===== src/rtl/lcd_write_ctrl_pkg.sv =====
// Shared types and constants for the HD44780 write controller.
// Optional power-up init sequence: LCD_WRITE_CTRL_INIT_EN.
package lcd_write_ctrl_pkg;

  typedef enum logic [2:0] {
    ST_PWRUP,
    ST_INIT,
    ST_IDLE,
    ST_SETUP,
    ST_EN_HI,
    ST_HOLD,
    ST_EXEC
  } state_e;

  localparam int RS_BIT   = 8;
  localparam int BLON_BIT = 30;
  localparam int ON_BIT   = 31;

  localparam logic [7:0] OP_CLEAR    = 8'h01;
  localparam logic [7:0] OP_HOME     = 8'h02;
  localparam logic [7:0] OP_HOME_ALT = 8'h03;

  localparam int INIT_LEN = 6;

  function automatic logic [7:0] init_cmd(
    input logic [2:0] idx
  );
    logic [7:0] c;
    c = 8'h00;
    case (idx)
      3'd0:    c = 8'h38;
      3'd1:    c = 8'h38;
      3'd2:    c = 8'h38;
      3'd3:    c = 8'h0C;
      3'd4:    c = 8'h01;
      3'd5:    c = 8'h06;
      default: c = 8'h00;
    endcase
    return c;
  endfunction

  function automatic logic is_long(
    input logic       rs,
    input logic [7:0] b
  );
    return !rs && (b == OP_CLEAR ||
                   b == OP_HOME  ||
                   b == OP_HOME_ALT);
  endfunction

endpackage


===== src/rtl/lcd_write_ctrl_timer.sv =====
// Loadable down-counter; holds at zero until reloaded.
// Shared by every timed phase of lcd_write_ctrl.
module lcd_write_ctrl_timer #(
  parameter int W = 8
) (
  input  logic         clk_i,
  input  logic         rst_ni,
  input  logic         load_i,
  input  logic [W-1:0] value_i,
  output logic         zero_o
);

  logic [W-1:0] cnt;

  always_ff @(posedge clk_i or negedge rst_ni) begin
    if (!rst_ni) begin
      cnt <= '0;
    end else if (load_i) begin
      cnt <= value_i;
    end else if (cnt != '0) begin
      cnt <= cnt - 1'b1;
    end
  end

  assign zero_o = (cnt == '0);

endmodule


===== src/rtl/lcd_write_ctrl.sv =====
// HD44780 write controller: setup / EN pulse / hold / exec wait.
// Define LCD_WRITE_CTRL_INIT_EN for the built-in power-up init.
module lcd_write_ctrl
  import lcd_write_ctrl_pkg::*;
#(
  parameter int T_SETUP_CYC = 2,
  parameter int T_EN_CYC    = 12,
  parameter int T_HOLD_CYC  = 2,
  parameter int T_EXEC_CYC  = 2000,
  parameter int T_CLEAR_CYC = 82000,
  parameter int T_PWRUP_CYC = 750000
) (
  input  logic        clk_i,
  input  logic        rst_ni,
  input  logic        wr_valid_i,
  output logic        wr_ready_o,
  input  logic [31:0] wr_data_i,
  output logic [7:0]  lcd_data_o,
  output logic        lcd_rs_o,
  output logic        lcd_rw_o,
  output logic        lcd_en_o,
  output logic        lcd_on_o,
  output logic        lcd_blon_o,
  output logic        busy_o
);

  localparam int TS = (T_SETUP_CYC < 1) ? 1 : T_SETUP_CYC;
  localparam int TE = (T_EN_CYC    < 1) ? 1 : T_EN_CYC;
  localparam int TH = (T_HOLD_CYC  < 1) ? 1 : T_HOLD_CYC;
  localparam int TX = (T_EXEC_CYC  < 1) ? 1 : T_EXEC_CYC;
  localparam int TC = (T_CLEAR_CYC < 1) ? 1 : T_CLEAR_CYC;
  localparam int TP = (T_PWRUP_CYC < 1) ? 1 : T_PWRUP_CYC;

  localparam int M0 = (TS > TE) ? TS : TE;
  localparam int M1 = (M0 > TH) ? M0 : TH;
  localparam int M2 = (M1 > TX) ? M1 : TX;
  localparam int M3 = (M2 > TC) ? M2 : TC;
  localparam int TM = (M3 > TP) ? M3 : TP;
  localparam int CW = $clog2(TM) + 1;

  localparam logic [CW-1:0] LD_SETUP = CW'(TS - 1);
  localparam logic [CW-1:0] LD_EN    = CW'(TE - 1);
  localparam logic [CW-1:0] LD_HOLD  = CW'(TH - 1);
  localparam logic [CW-1:0] LD_EXEC  = CW'(TX - 1);
  localparam logic [CW-1:0] LD_CLEAR = CW'(TC - 1);
`ifdef LCD_WRITE_CTRL_INIT_EN
  localparam logic [CW-1:0] LD_PWRUP = CW'(TP - 1);
`endif

  state_e        state;
  logic          ld;
  logic [CW-1:0] ld_val;
  logic          zero;
  logic [20:0]   unused_bits;

`ifdef LCD_WRITE_CTRL_INIT_EN
  logic          armed;
  logic          in_init;
  logic [2:0]    idx;
`endif

  assign unused_bits = wr_data_i[29:9];
  assign wr_ready_o  = (state == ST_IDLE);
  assign busy_o      = ~wr_ready_o;
  assign lcd_rw_o    = 1'b0;

  // Timer reload on every state entry
  always_comb begin
    ld     = 1'b0;
    ld_val = '0;
    unique case (state)
      ST_IDLE: if (wr_valid_i) begin
        ld     = 1'b1;
        ld_val = LD_SETUP;
      end
      ST_SETUP: if (zero) begin
        ld     = 1'b1;
        ld_val = LD_EN;
      end
      ST_EN_HI: if (zero) begin
        ld     = 1'b1;
        ld_val = LD_HOLD;
      end
      ST_HOLD: if (zero) begin
        ld     = 1'b1;
        ld_val = is_long(lcd_rs_o, lcd_data_o)
               ? LD_CLEAR : LD_EXEC;
      end
`ifdef LCD_WRITE_CTRL_INIT_EN
      ST_PWRUP: if (!armed) begin
        ld     = 1'b1;
        ld_val = LD_PWRUP;
      end
      ST_INIT: if (idx != 3'(INIT_LEN)) begin
        ld     = 1'b1;
        ld_val = LD_SETUP;
      end
`endif
      default: ;
    endcase
  end

  lcd_write_ctrl_timer #(
    .W (CW)
  ) u_timer (
    .clk_i   (clk_i),
    .rst_ni  (rst_ni),
    .load_i  (ld),
    .value_i (ld_val),
    .zero_o  (zero)
  );

  always_ff @(posedge clk_i or negedge rst_ni) begin
    if (!rst_ni) begin
`ifdef LCD_WRITE_CTRL_INIT_EN
      state   <= ST_PWRUP;
      armed   <= 1'b0;
      in_init <= 1'b1;
      idx     <= '0;
`else
      state   <= ST_IDLE;
`endif
      lcd_data_o <= '0;
      lcd_rs_o   <= 1'b0;
      lcd_en_o   <= 1'b0;
      lcd_on_o   <= 1'b0;
      lcd_blon_o <= 1'b0;
    end else begin
      unique case (state)
        ST_IDLE: if (wr_valid_i) begin
          lcd_data_o <= wr_data_i[7:0];
          lcd_rs_o   <= wr_data_i[RS_BIT];
          lcd_on_o   <= wr_data_i[ON_BIT];
          lcd_blon_o <= wr_data_i[BLON_BIT];
          state      <= ST_SETUP;
        end
        ST_SETUP: if (zero) begin
          lcd_en_o <= 1'b1;
          state    <= ST_EN_HI;
        end
        ST_EN_HI: if (zero) begin
          lcd_en_o <= 1'b0;
          state    <= ST_HOLD;
        end
        ST_HOLD: if (zero) begin
          state <= ST_EXEC;
        end
        ST_EXEC: if (zero) begin
`ifdef LCD_WRITE_CTRL_INIT_EN
          state <= in_init ? ST_INIT : ST_IDLE;
`else
          state <= ST_IDLE;
`endif
        end
`ifdef LCD_WRITE_CTRL_INIT_EN
        ST_PWRUP: begin
          if (!armed) begin
            armed    <= 1'b1;
            lcd_on_o <= 1'b1;
          end else if (zero) begin
            state <= ST_INIT;
          end
        end
        ST_INIT: begin
          if (idx == 3'(INIT_LEN)) begin
            in_init <= 1'b0;
            state   <= ST_IDLE;
          end else begin
            lcd_data_o <= init_cmd(idx);
            lcd_rs_o   <= 1'b0;
            idx        <= idx + 1'b1;
            state      <= ST_SETUP;
          end
        end
`endif
        default: state <= ST_IDLE;
      endcase
    end
  end

endmodule


===== config.mk =====
export PLATFORM = sky130hd
export DESIGN_NAME = lcd_write_ctrl
export DESIGN_NICKNAME = d
export VERILOG_FILES = /design/src/rtl/lcd_write_ctrl_pkg.sv /design/src/rtl/lcd_write_ctrl_timer.sv /design/src/rtl/lcd_write_ctrl.sv
export SDC_FILE = /design/constraint.sdc
export NUM_CORES = 1
export LEC_CHECK = 0
export CAP_MARGIN = 20
export CORE_AREA = 2 2 69 71
export CTS_CLUSTER_SIZE = 10
export DETAILED_ROUTE_END_ITERATION = 16
export DIE_AREA = 0 0 71 73
export GPL_TIMING_DRIVEN = 0
export PLACE_DENSITY = 0.86
export SETUP_SLACK_MARGIN = 0.4
export SYNTH_ARGS = -nofsm -noshare
export SYNTH_HDL_FRONTEND = slang
export SYNTH_SLANG_ARGS = --single-unit

===== constraint.sdc =====
create_clock -name clk_i -period 6.5 [get_ports clk_i]
set_clock_uncertainty 0.15 [all_clocks]
set_input_delay 0.65 -clock clk_i [delete_from_list [all_inputs] [get_ports clk_i]]
set_output_delay 0.65 -clock clk_i [all_outputs]
set_load 0.05 [all_outputs]

[Word-level counts from Yosys, hierarchy flattened]
Index checks and enable logic that the tools add are counted.
Cells by class
  shift-type cells: 0
  divide/modulo/power cells: 0
  equality and inequality tests: 13
  $mul: 0
  add/sub/neg operators: 1
  muxes and demuxes: 20
  bitwise gates (word level): 1
  $lt $le $gt $ge: 0
  reduce and logical (&&, ||, !) cells: 12
Operators with widths (count)
  $pmux W17 S4: 1
  $mux W21: 2
  $mux W17: 2
  $logic_not A21 Y1: 1
  $reduce_bool A21 Y1: 1
  $sub A21 B1 Y21 const B: 1
  $eq A8 B2 Y1 const B: 2
  $mux W3: 5
  $pmux W3 S5: 1
  $eq A3 B3 Y1 const B: 3
  $eq A8 B1 Y1 const B: 1
  $ne A2 B1 Y1 const B: 4
  $eq A3 B2 Y1 const B: 2
  $mux W1: 6
  $reduce_and A5 Y1: 1
  $mux W4: 1
  $pmux W1 S2: 2
  $reduce_bool A2 Y1: 2
  $reduce_and A3 Y1: 1
  $reduce_or A3 Y1: 1
  $logic_or A1 B1 Y1: 2
  $ne A2 B2 Y1 const B: 1
  $reduce_and A2 Y1: 1
  $logic_and A1 B1 Y1: 1
  2 further kinds: 2
Word-level totals
  output and inout port bits: 15
  register bits: 36
  memories kept: 0
  bits in read-only memories: 0
  memory bits (writable): 0
  bits in latches: 0

[Longest topological paths before layout]
  word-level depth: 8
  gate-level depth with buffers: 8
  depth with buffers taken out: 7

[By module]
Synthesis repeated with hierarchy kept, for this count alone.
Second synthesis, totals
  cell total of the unflattened synthesis: 189
  area, all modules: 2042.0 µm²
Modules (own cells, without submodules)
  lcd_write_ctrl_timer: area an instance 1297.5 µm², instances 1, cells an instance 129
  lcd_write_ctrl: area an instance 744.5 µm², instances 1, cells an instance 60

[Worst setup path before layout]
No wires, ideal clock.
  path type: register -> register
  start point: register u_timer.cnt[0]
  end point: register u_timer.cnt[18]
  path slack: 3.953 ns
  arrival time: 2.324 ns
  stages on the path, launching flop included: 9
  setup time: 0.073 ns
  cells stage by stage: dfrtp_1 > inv_1 > ha_1 > or3b_2 > or3_1 > buf_2 > or3_1 > or3_1 > a21oi_2
Between the ends
  cells in the longest elaborated chain, start to end: 4
RTL lines
  from (decl): RTL line lcd_write_ctrl_timer.sv:13  | logic [W-1:0] cnt;
  from (signal assigned): RTL line lcd_write_ctrl_timer.sv:19  | cnt <= value_i;
  from (signal assigned): RTL line lcd_write_ctrl_timer.sv:21  | cnt <= cnt - 1'b1;
  branches (longest 4 deep; another with $sub A21 B1 Y21)
Parallel ways; which one is timed is not known. The select of a mux whose other input is x is not followed.
A chain may end at the register's enable or synchronous reset.

[Worst setup path after layout]
  start point: register state[1]
  end point: output port wr_ready_o
Between the ends
  cells in the longest elaborated chain, start to end: 1
RTL lines
  from (decl): RTL line lcd_write_ctrl.sv:50  | state_e state;
  from (signal assigned): RTL line lcd_write_ctrl.sv:121  | state <= ST_IDLE;
  from (signal assigned): RTL line lcd_write_ctrl.sv:135  | state <= ST_SETUP;
  from (signal assigned): RTL line lcd_write_ctrl.sv:139  | state <= ST_EN_HI;
  $eq A3 B2 Y1: RTL line lcd_write_ctrl.sv:63  | assign wr_ready_o = (state == ST_IDLE);
  to (decl): RTL line lcd_write_ctrl.sv:16  | output logic wr_ready_o,
Every way passes these cells.

==> out/qor.yml <==
layout.nets: 289
slew_headroom_pct: 47.8
min_period_ns: 2.98
synth_seq_cells: 36
netlist_area_um2: 1980
rows: 25
maxSlewViolCount: 0
dpl_worst_slack_ns: 3.82
antenna_cells: 0
r2r-start: "u_timer.cnt[0]"
drc: 0
antenna_found_initial: 0
r2r_setup_slack_ns: 3.79
syn_to_final_growth_pct: 24.9
synthArstFlopShare_pct: 100
setup_viol: 0
io_buffer_count: 27
cts-hold-fix-buffers: 0
worstPathRequired_ns: 5.70
cts-buffers-inserted: 5
grt_pass1_wl_mm: 7.87
synth_cell_types: 42
reg2reg_to: "u_timer.cnt[18]"
clockBufferDepth: 2
wl_per_cell_um: 14.0
place_congestion: 0.863
rr_worst_depth: 8
yosysWarnings: 0
p_leak_uw: 0.00108
synth_fa_ha_area_share_pct: 1.27
drtPass1Iterations: 4
crit_type: "reg2out"
critPathArrivalTime_ns: 2.18
ctsResizeCount: 0
synth.top_cell.area_share_pct: 44.3
cp-end-kind: "primary output"
synth_compound_area_share_pct: 14.8
vdd.ir_drop.worst_mv: 0.335
layout_setup_ws_ns: 3.52
finalHoldViolations: 0
status: "completed"
syn_inst: 218
synth_flop_cell: "dfrtp_1"
synth_top_family_by_area: "simple AND/OR/NAND/NOR gates"
wl_mm: 4.31
mappedNetlistNets: 255
power_density_nw_per_um2: 497
ys_seq_area_share_pct: 45.6
die_area_um2: 5180
synthSimpleGateAreaFrac_pct: 26.9
drtIter0Drc: 105
core_area_um2: 4540
drive_above_1_share_pct: 9.88
via_per_inst: 5.48
initial_utilization_pct: 43.6
fillers: 387
cts_sinks: 36
whs_ns: 0.280
die_w_um: 71
ys_top_cells_by_area: "dfrtp_1, nand2_1, xor2_1"
max_freq_mhz: 336
synthXorXnorAreaFrac_pct: 6.65
worstMarginPinSlew_ns: 0.784
clkLatencyLatePin_ns: 0.29
root_buffer: "clkbuf_8"
yosys.area.top_type: "dfrtp_1"
io_pins: 50
hold_path.class: "in2async"
grt_util_all_layers_pct: 19.1
ant_nets: 0
fin_tns_setup_ns: 0
synth-edff-count: 0
clk_pin_slew_ns: 0.07
cts_tree: "yes"
finalCritPeriodShare_pct: 45.9
rsz0062_at_grt: "false"
cap_violations: 0
syn-mean-instance-area_um2: 9.07
crit_path_max_fanout: 6
vias: 1682
postCtsSetupRepairBufs: 0
synthMuxAreaShare_pct: 0.506
hpwl_mm: 3.09
critPathLaunchType: "register"
overflow: 0
die_h_um: 73
grt_pass1_vias: 1740
htreeDepth: 2
grt_max_degree: 37
registers in the layout, indices dropped and copies added, names as in the netlist:
signal,flops
u_timer.cnt,21
lcd_data_o,8
state,3
lcd_blon_o,1
lcd_en_o,1
lcd_on_o,1
lcd_rs_o,1
metal layers:
layer  wire length, µm  global-route usage, %  up-vias  share of wire, %
met5                 0                      0        -                 0
met4                60                   6.92        0               1.4
met3               232                   5.80        7               5.4
met2              2040                   31.2       38                47
met1              1970                   24.3      810                46
li1                  -                      -      827                 -
how the worst max path moves through the flow:
stage                   startpoint               to  slack [ns]  cells after the start
floorplan           u_timer.cnt[0]  u_timer.cnt[18]        3.95                      8
global placement            rst_ni         state[0]        3.82                      1
detailed placement  u_timer.cnt[0]  u_timer.cnt[18]        3.82                      8
CTS                       state[1]       wr_ready_o        3.52                      4
global route              state[1]       wr_ready_o        3.37                      4
finish                    state[1]       wr_ready_o        3.52                      4
critical path: stages, from the launching register on:
cell and delay, ns:
dfstp_2 0.53, nor2b_1 0.36, nand2_1 0.13, inv_1 0.07, clkdlybuf4s50_1 0.79
cell type report:
cell class | count | area, µm² | area share [%]
Clock buffer | 5 | 68.8 | 2.79
Inverter | 7 | 26.3 | 1.06
Sequential cell | 36 | 902 | 36.5
Buffer | 11 | 53.8 | 2.18
Timing Repair Buffer | 27 | 265 | 10.7
Multi-Input combinational cell | 164 | 995 | 40.3
Clock inverter | 3 | 90.1 | 3.65
Tap cell | 54 | 67.6 | 2.74
power by group:
part           switching (µW)  leakage (µW)  internal, µW  total [µW]
sequential               99.3      0.000455           318         417
combinational             328      0.000542           204         532
clock                    85.0     0.0000784           192         277
total                     512       0.00108           714        1230
Yosys cell counts (all sizes together) (7+ instances only):
cell type and instances:
o211ai 9, xor2 10, nor2 16, o21ai 9, nand3 8, inv 7
a21oi 8, nand2 40, dfrtp 35, or3 7
cell families after synthesis:
logic type | count (synthesis)
other | 1
XOR/XNOR | 15
AND/OR/NAND/NOR | 104
AO/OA/AOI/OAI | 41
flip-flops | 36
adder cells (fa/ha/maj) | 2
buffers and inverters | 18
multiplexers | 1
metrics by stage:
stage          power, µW  cells  instance area [µm²]  utilization [%]
2_1_floorplan        790    218                 1980                -
3_3_place_gp         932    299                 2310             51.0
4_1_cts             1230    307                 2470             54.4
3_5_place_dp         949    299                 2310             50.9
5_1_grt             1310    307                 2470             54.4
6_report            1230    307                 2470             54.4
layout by cell type (no fill, tap or decap), types with 2 or more instances in the layout:
cell             synthesis  layout
ha_1                     2       2
a21o_1                   3       3
or3_1                    7       7
dfrtp_1                 35      35
xor2_1                  10      10
nor2b_1                  2       2
a21oi_2                  2       2
o31ai_1                  4       4
buf_4                    2       2
nand3_1                  8       8
nor2_1                  16      16
clkbuf_1                 5       5
a22o_1                   2       2
bufinv_16                0       3
nor4_1                   4       4
xnor2_1                  5       5
buf_2                    4       5
o21ai_0                  9       9
or4_4                    2       2
clkdlybuf4s50_1          0      26
nand2_1                 40      40
o211ai_1                 9       9
nand2b_1                 4       4
inv_1                    7       7
nor3_1                   6       6
or4_1                    3       3
a21oi_1                  6       6
and3_1                   2       2
nand4_1                  3       3
nor4_2                   2       2
clkbuf_8                 0       5
No activity file was read; power rests on OpenSTA's default activity.
==> variant 1: new RTL, config.mk and constraints unchanged <==
Reset style: synchronous (`rst_ni`), changed in 2 clocked blocks.
--- a/src/rtl/lcd_write_ctrl_timer.sv
+++ b/src/rtl/lcd_write_ctrl_timer.sv
@@ -12,7 +12,7 @@
 
   logic [W-1:0] cnt;
 
-  always_ff @(posedge clk_i or negedge rst_ni) begin
+  always_ff @(posedge clk_i) begin
     if (!rst_ni) begin
       cnt <= '0;
     end else if (load_i) begin
--- a/src/rtl/lcd_write_ctrl.sv
+++ b/src/rtl/lcd_write_ctrl.sv
@@ -110,7 +110,7 @@
     .zero_o  (zero)
   );
 
-  always_ff @(posedge clk_i or negedge rst_ni) begin
+  always_ff @(posedge clk_i) begin
     if (!rst_ni) begin
 `ifdef LCD_WRITE_CTRL_INIT_EN
       state   <= ST_PWRUP;
Formal check against the unedited RTL: differs if rst_ni is asserted again (counterexample within 4 cycles, from zero or initial values and one cycle with rst_ni low); with rst_ni held inactive, the same outputs for 10 cycles.
==> variant 1 against the original RTL <==
Synthesized area down 7.5%. Cell area shrank 8.5%. Sequential cell count did not move. Sequential share of layout area decreased by 4.6 points. Clock power fell by 41%. Total power rose by 16%. Routed wire length shrank 1.9%. Setup slack better by 0.066 ns. Critical path type unchanged. Largest cell class unchanged. Largest power group unchanged.
==> variant 1: results (changes against the original RTL) <==
** Finish
- Number of cells in the finished layout apart from fillers :: 322 (+4.9%)
- The share of post-route cells with drive strength above 1 came to 5.60% (-4.3 points).
- Largest registers ranked by flip-flop count :: u_timer.cnt x21, lcd_data_o x8, state x3
- Layout net count :: 304 (+5.2%)
- The count of filler cells inserted in the layout came to 416 (+7.5%).

** Placement
- The final estimated routing congestion in global placement came to 0.946 (+9.6%).
- The number of placed instances with taps included is 314 (+5.0%).
- DP Area :: 2170 um2 (-6.2%)

** Outcome
- The run finished with clean final reports.

** Global route
- The met3 routing resource usage after global routing is 4.14% (-1.7 points).
- The first-pass GRT wire length is 7000 um (-11%).
- The pin count of the biggest net entering global routing is 12 (-68%).
- Global router's overall resource usage :: 16.9% (-2.3 points)
- The met2 demand-to-capacity share in global routing was 26.9% (-4.3 points).

** Yosys
- The proportion of synthesized area in mux cells is 0% (-0.51 points).
- Most used flip-flop cell after synthesis :: dfxtp_1
- The synthesized-area fraction occupied by adder cells was 1.37% (+0.10 points).
- The sequential cell area fraction in the yosys report is 39.4% (-6.2 points).
- Post-Synthesis Mean Instance Area :: 7.85 um2 (-13%)
- Cell types with the highest counts after synthesis :: nand2_1, dfxtp_1, a21oi_1, nor2_1, nor3_1
- The proportion of synthesized flip-flops having asynchronous set or reset came to 0% (-100 points).
- Compound-cell area share of the yosys netlist :: 17.8% (+3.0 points)
- XOR/XNOR share of the synthesized area :: 7.67% (+1.0 points)

** Detailed routing
- Via Count :: 1776 (+5.6%)
- Routed wire length :: 4220 um (-1.9%)
- The violation count after the first detailed-route iteration is 71 (-32%).

** Critical path
- Data arrival time of the worst path :: 2.11 ns (-0.07 ns)
- The setup slack of the worst register-to-register path came to 3.70 ns (-0.09 ns).
- Worst reg2reg path endpoint :: u_timer.cnt[0]
- Max stage delay on crit path :: 0.89 ns (+0.10 ns)
- Tracing the worst setup path back leads to its startpoint at state[0].

** Power
- Leak :: 0.848 nW (-21%)

** Hold path
- Class of the tightest hold or removal check :: flop to flop

** STA
- Minimum setup slack in the final design :: 3.59 ns (+0.0663 ns)
variant 1: final cells by class:
cell class / instances / area [um2] / area share (%)
sequential: 36 / 721 / 31.9
timing repair buffer: 27 / 270 / 12.0
buffer: 11 / 47.5 / 2.11
clock buffer: 6 / 82.6 / 3.66
tap: 54 / 67.6 / 2.99
clock inverter: 2 / 10.0 / 0.443
inverter: 5 / 18.8 / 0.831
multi-input combinational: 181 / 1040 / 46.1
variant 1: cell families after synthesis:
logic type               after synthesis
other                                  1
buffers and inverters                 16
AO/OA/AOI/OAI                         55
flip-flops                            36
AND/OR/NAND/NOR                      107
XOR/XNOR                              16
adder cells (fa/ha/maj)                2
variant 1: worst min path at each step:
stage / slack (ns) / to / cells after the start / from
after floorplan: 0.28 / u_timer.cnt[20] / 2 / u_timer.cnt[20]
final: 0.31 / u_timer.cnt[20] / 2 / u_timer.cnt[20]
after detailed placement: 0.30 / u_timer.cnt[20] / 2 / u_timer.cnt[20]
after CTS: 0.31 / u_timer.cnt[20] / 2 / u_timer.cnt[20]
after global routing: 0.34 / u_timer.cnt[20] / 2 / u_timer.cnt[20]
after global placement: 0.29 / u_timer.cnt[20] / 2 / u_timer.cnt[20]
variant 1: routing by layer:
| layer | wire, um | vias to the layer above | share of wire (%) |
|---|---|---|---|
| met3 | 193 | 7 | 4.6 |
| met2 | 2020 | 35 | 48 |
| met1 | 1940 | 839 | 46 |
| li1 | - | 895 | - |
| met5 | 0 | - | 0 |
| met4 | 65 | 0 | 1.5 |
variant 1: power by group:
part	total, mW	internal (mW)	switching, mW
clock	0.163	0.0845	0.0790
sequential	0.378	0.296	0.0822
combinational	0.882	0.333	0.548
==> variant 2: new RTL, same settings <==
Without the edit above. `T_CLEAR_CYC`: 82000 -> 20500.
--- a/src/rtl/lcd_write_ctrl.sv
+++ b/src/rtl/lcd_write_ctrl.sv
@@ -7,7 +7,7 @@
   parameter int T_EN_CYC    = 12,
   parameter int T_HOLD_CYC  = 2,
   parameter int T_EXEC_CYC  = 2000,
-  parameter int T_CLEAR_CYC = 82000,
+  parameter int T_CLEAR_CYC = 20500,
   parameter int T_PWRUP_CYC = 750000
 ) (
   input  logic        clk_i,
Check against the original RTL: no difference found for any inputs over 10 cycles, from zero or initial values and one cycle with rst_ni low; that may be too few to reach the edited logic, so the function may still have changed.
==> variant 2 against the original RTL <==
Synthesized cell count shrank 10%. Sequential share of layout area increased by 1.9 points. Sequential cell count is the same. Cell area is 4.9% lower. Total power decreased by 13%. Setup slack got worse by 0.098 ns. Synthesized area shrank 2.7%. Routed wire length decreased by 4.9%. Critical endpoint unchanged. Largest cell class unchanged.
==> variant 2: results (changes against the original RTL) <==
** Outcome
- The flow ran to the end, and the final reports show no timing, DRC or antenna violations.

** Detailed routing
- The via count was 1499 (-11%).
- The violation count after the first detailed-route iteration came to 101 (-3.8%).
- Avg WL per Cell :: 14.4 um (+2.4%)
- Number of optimization iterations in the first detailed-route pass :: 4 (unchanged)
- The overall routed net length is 4090 um (-4.9%).

** Critical path
- The setup slack of the worst register-to-register path is 4.19 ns (+0.40 ns).
- The maximum fanout encountered on the critical timing path was 10 (+4).
- In this run the worst setup path terminates at wr_ready_o.
- Cell type of the slowest stage on the worst timing path :: clkdlybuf4s50_1
- In this run the worst setup path begins at state[1].
- Worst reg2reg path endpoint :: u_timer.cnt[16]
- The number of cell instances on the worst register-to-register path is 7 (-1).
- The startpoint identified for the worst register-to-register timing path is u_timer.cnt[0].
- Max stage delay on crit path :: 0.89 ns (+0.10 ns)
- The signal arrival time at the worst endpoint is 2.28 ns (+0.10 ns).
- CP Class :: flop to output pin

** STA
- The worst slew slack as a fraction of its limit was 47.3% (-0.44 points).
- Smallest hold slack :: 0.286 ns (+0.00586 ns)
- Minimum setup slack in the final design :: 3.42 ns (-0.0980 ns)
- The number of setup violations in the final report came to 0 (unchanged).

** Yosys
- Cell types with the highest counts after synthesis :: nand2_1, dfrtp_1, nor2_1, o21ai_0, xnor2_1
- Adder-cell share of the synthesized area :: 1.30% (+0.035 points)
- XOR/XNOR share of the synthesized area :: 7.74% (+1.1 points)
- The synthesized-area fraction occupied by ao, oa, aoi and oai cells is 12.2% (-2.6 points).
- Largest cells by area after synthesis :: dfrtp_1, nand2_1, xnor2_1
- The number of instances in the synthesized netlist came to 196 (-10%).
- The proportion of synthesized area in mux cells is 0.520% (+0.014 points).
- The count of unique library cells instantiated by Yosys is 50 (+19%).
- The sequential cell area fraction in the yosys report was 46.9% (+1.2 points).
- The number of synthesis warnings is 0 (unchanged).
- Syn Nets :: 233 (-8.6%)

** Finish
- Number of fill cells :: 394 (+1.8%)
- The final layout net count is 267 (-7.6%).
- The share of post-route cells with drive strength above 1 was 10.8% (+0.94 points).
- Number of diodes added for antenna fixing :: 0 (unchanged)

** Global route
- The pin count of the biggest net entering global routing is 37 (unchanged).
- The first-pass GRT wire length was 7130 um (-9.4%).
- Global router's overall resource usage :: 17.6% (-1.6 points)
- The number of global-route vias before repair is 1553 (-11%).

** Placement
- The detailed placement HPWL is 2970 um (-3.9%).
- Placer's final routability congestion estimate :: 0.873 (+1.2%)
- The number of placed instances with taps included came to 277 (-7.4%).
- The post-placement setup slack came to 3.75 ns (-0.0709 ns).
- DP Area :: 2260 um2 (-2.3%)

** Power
- Leak :: 0.993 nW (-7.7%)
- IR Drop Worst-Case VDD :: 0.259 mV (-23%)

** Clock tree
- The buffer count from post-CTS setup fixing is 0 (unchanged).
- The cell sitting at the root of the clock tree is a clkbuf_8.
- The clock latency on the worst-skew pair was 0.29 ns (about the same).
- Deepest level of the CTS H-tree :: 2 (unchanged)
- Clock buffers created by TritonCTS :: 5 (unchanged)
==> variant 2: cell types whose count changed in the layout (fill, tap and decap cells not counted), sizes merged, moves of 4 or more <==
cell	before	now
inv	7	3
nor3b	0	5
o211ai	9	2
o21ai	9	15
or3	7	2
or4	6	0
xnor2	5	9
==> variant 2: where the power goes <==
part | switching, mW | internal, mW
Sequential | 0.105 | 0.314
Combinational | 0.289 | 0.190
Clock | 0.0767 | 0.0864
Total | 0.470 | 0.590
==> variant 2: final cells by class <==
class | count | area, um2 | share of cell area [%]
multi-input cells | 151 | 975 | 41.5
inverters | 3 | 11.3 | 0.480
plain buffers | 6 | 36.3 | 1.55
repair buffers | 27 | 265 | 11.3
flip-flops and latches | 36 | 902 | 38.4
well taps | 54 | 67.6 | 2.88
clock buffers | 8 | 90.1 | 3.84
==> variant 2: per-layer routing <==
metal	track usage, %	vias to the layer above	share of wire [%]
li1	-	741	-
met2	29.9	35	50
met4	6.08	0	1.0
met1	21.8	718	43
met5	0	-	0
met3	4.56	5	5.2
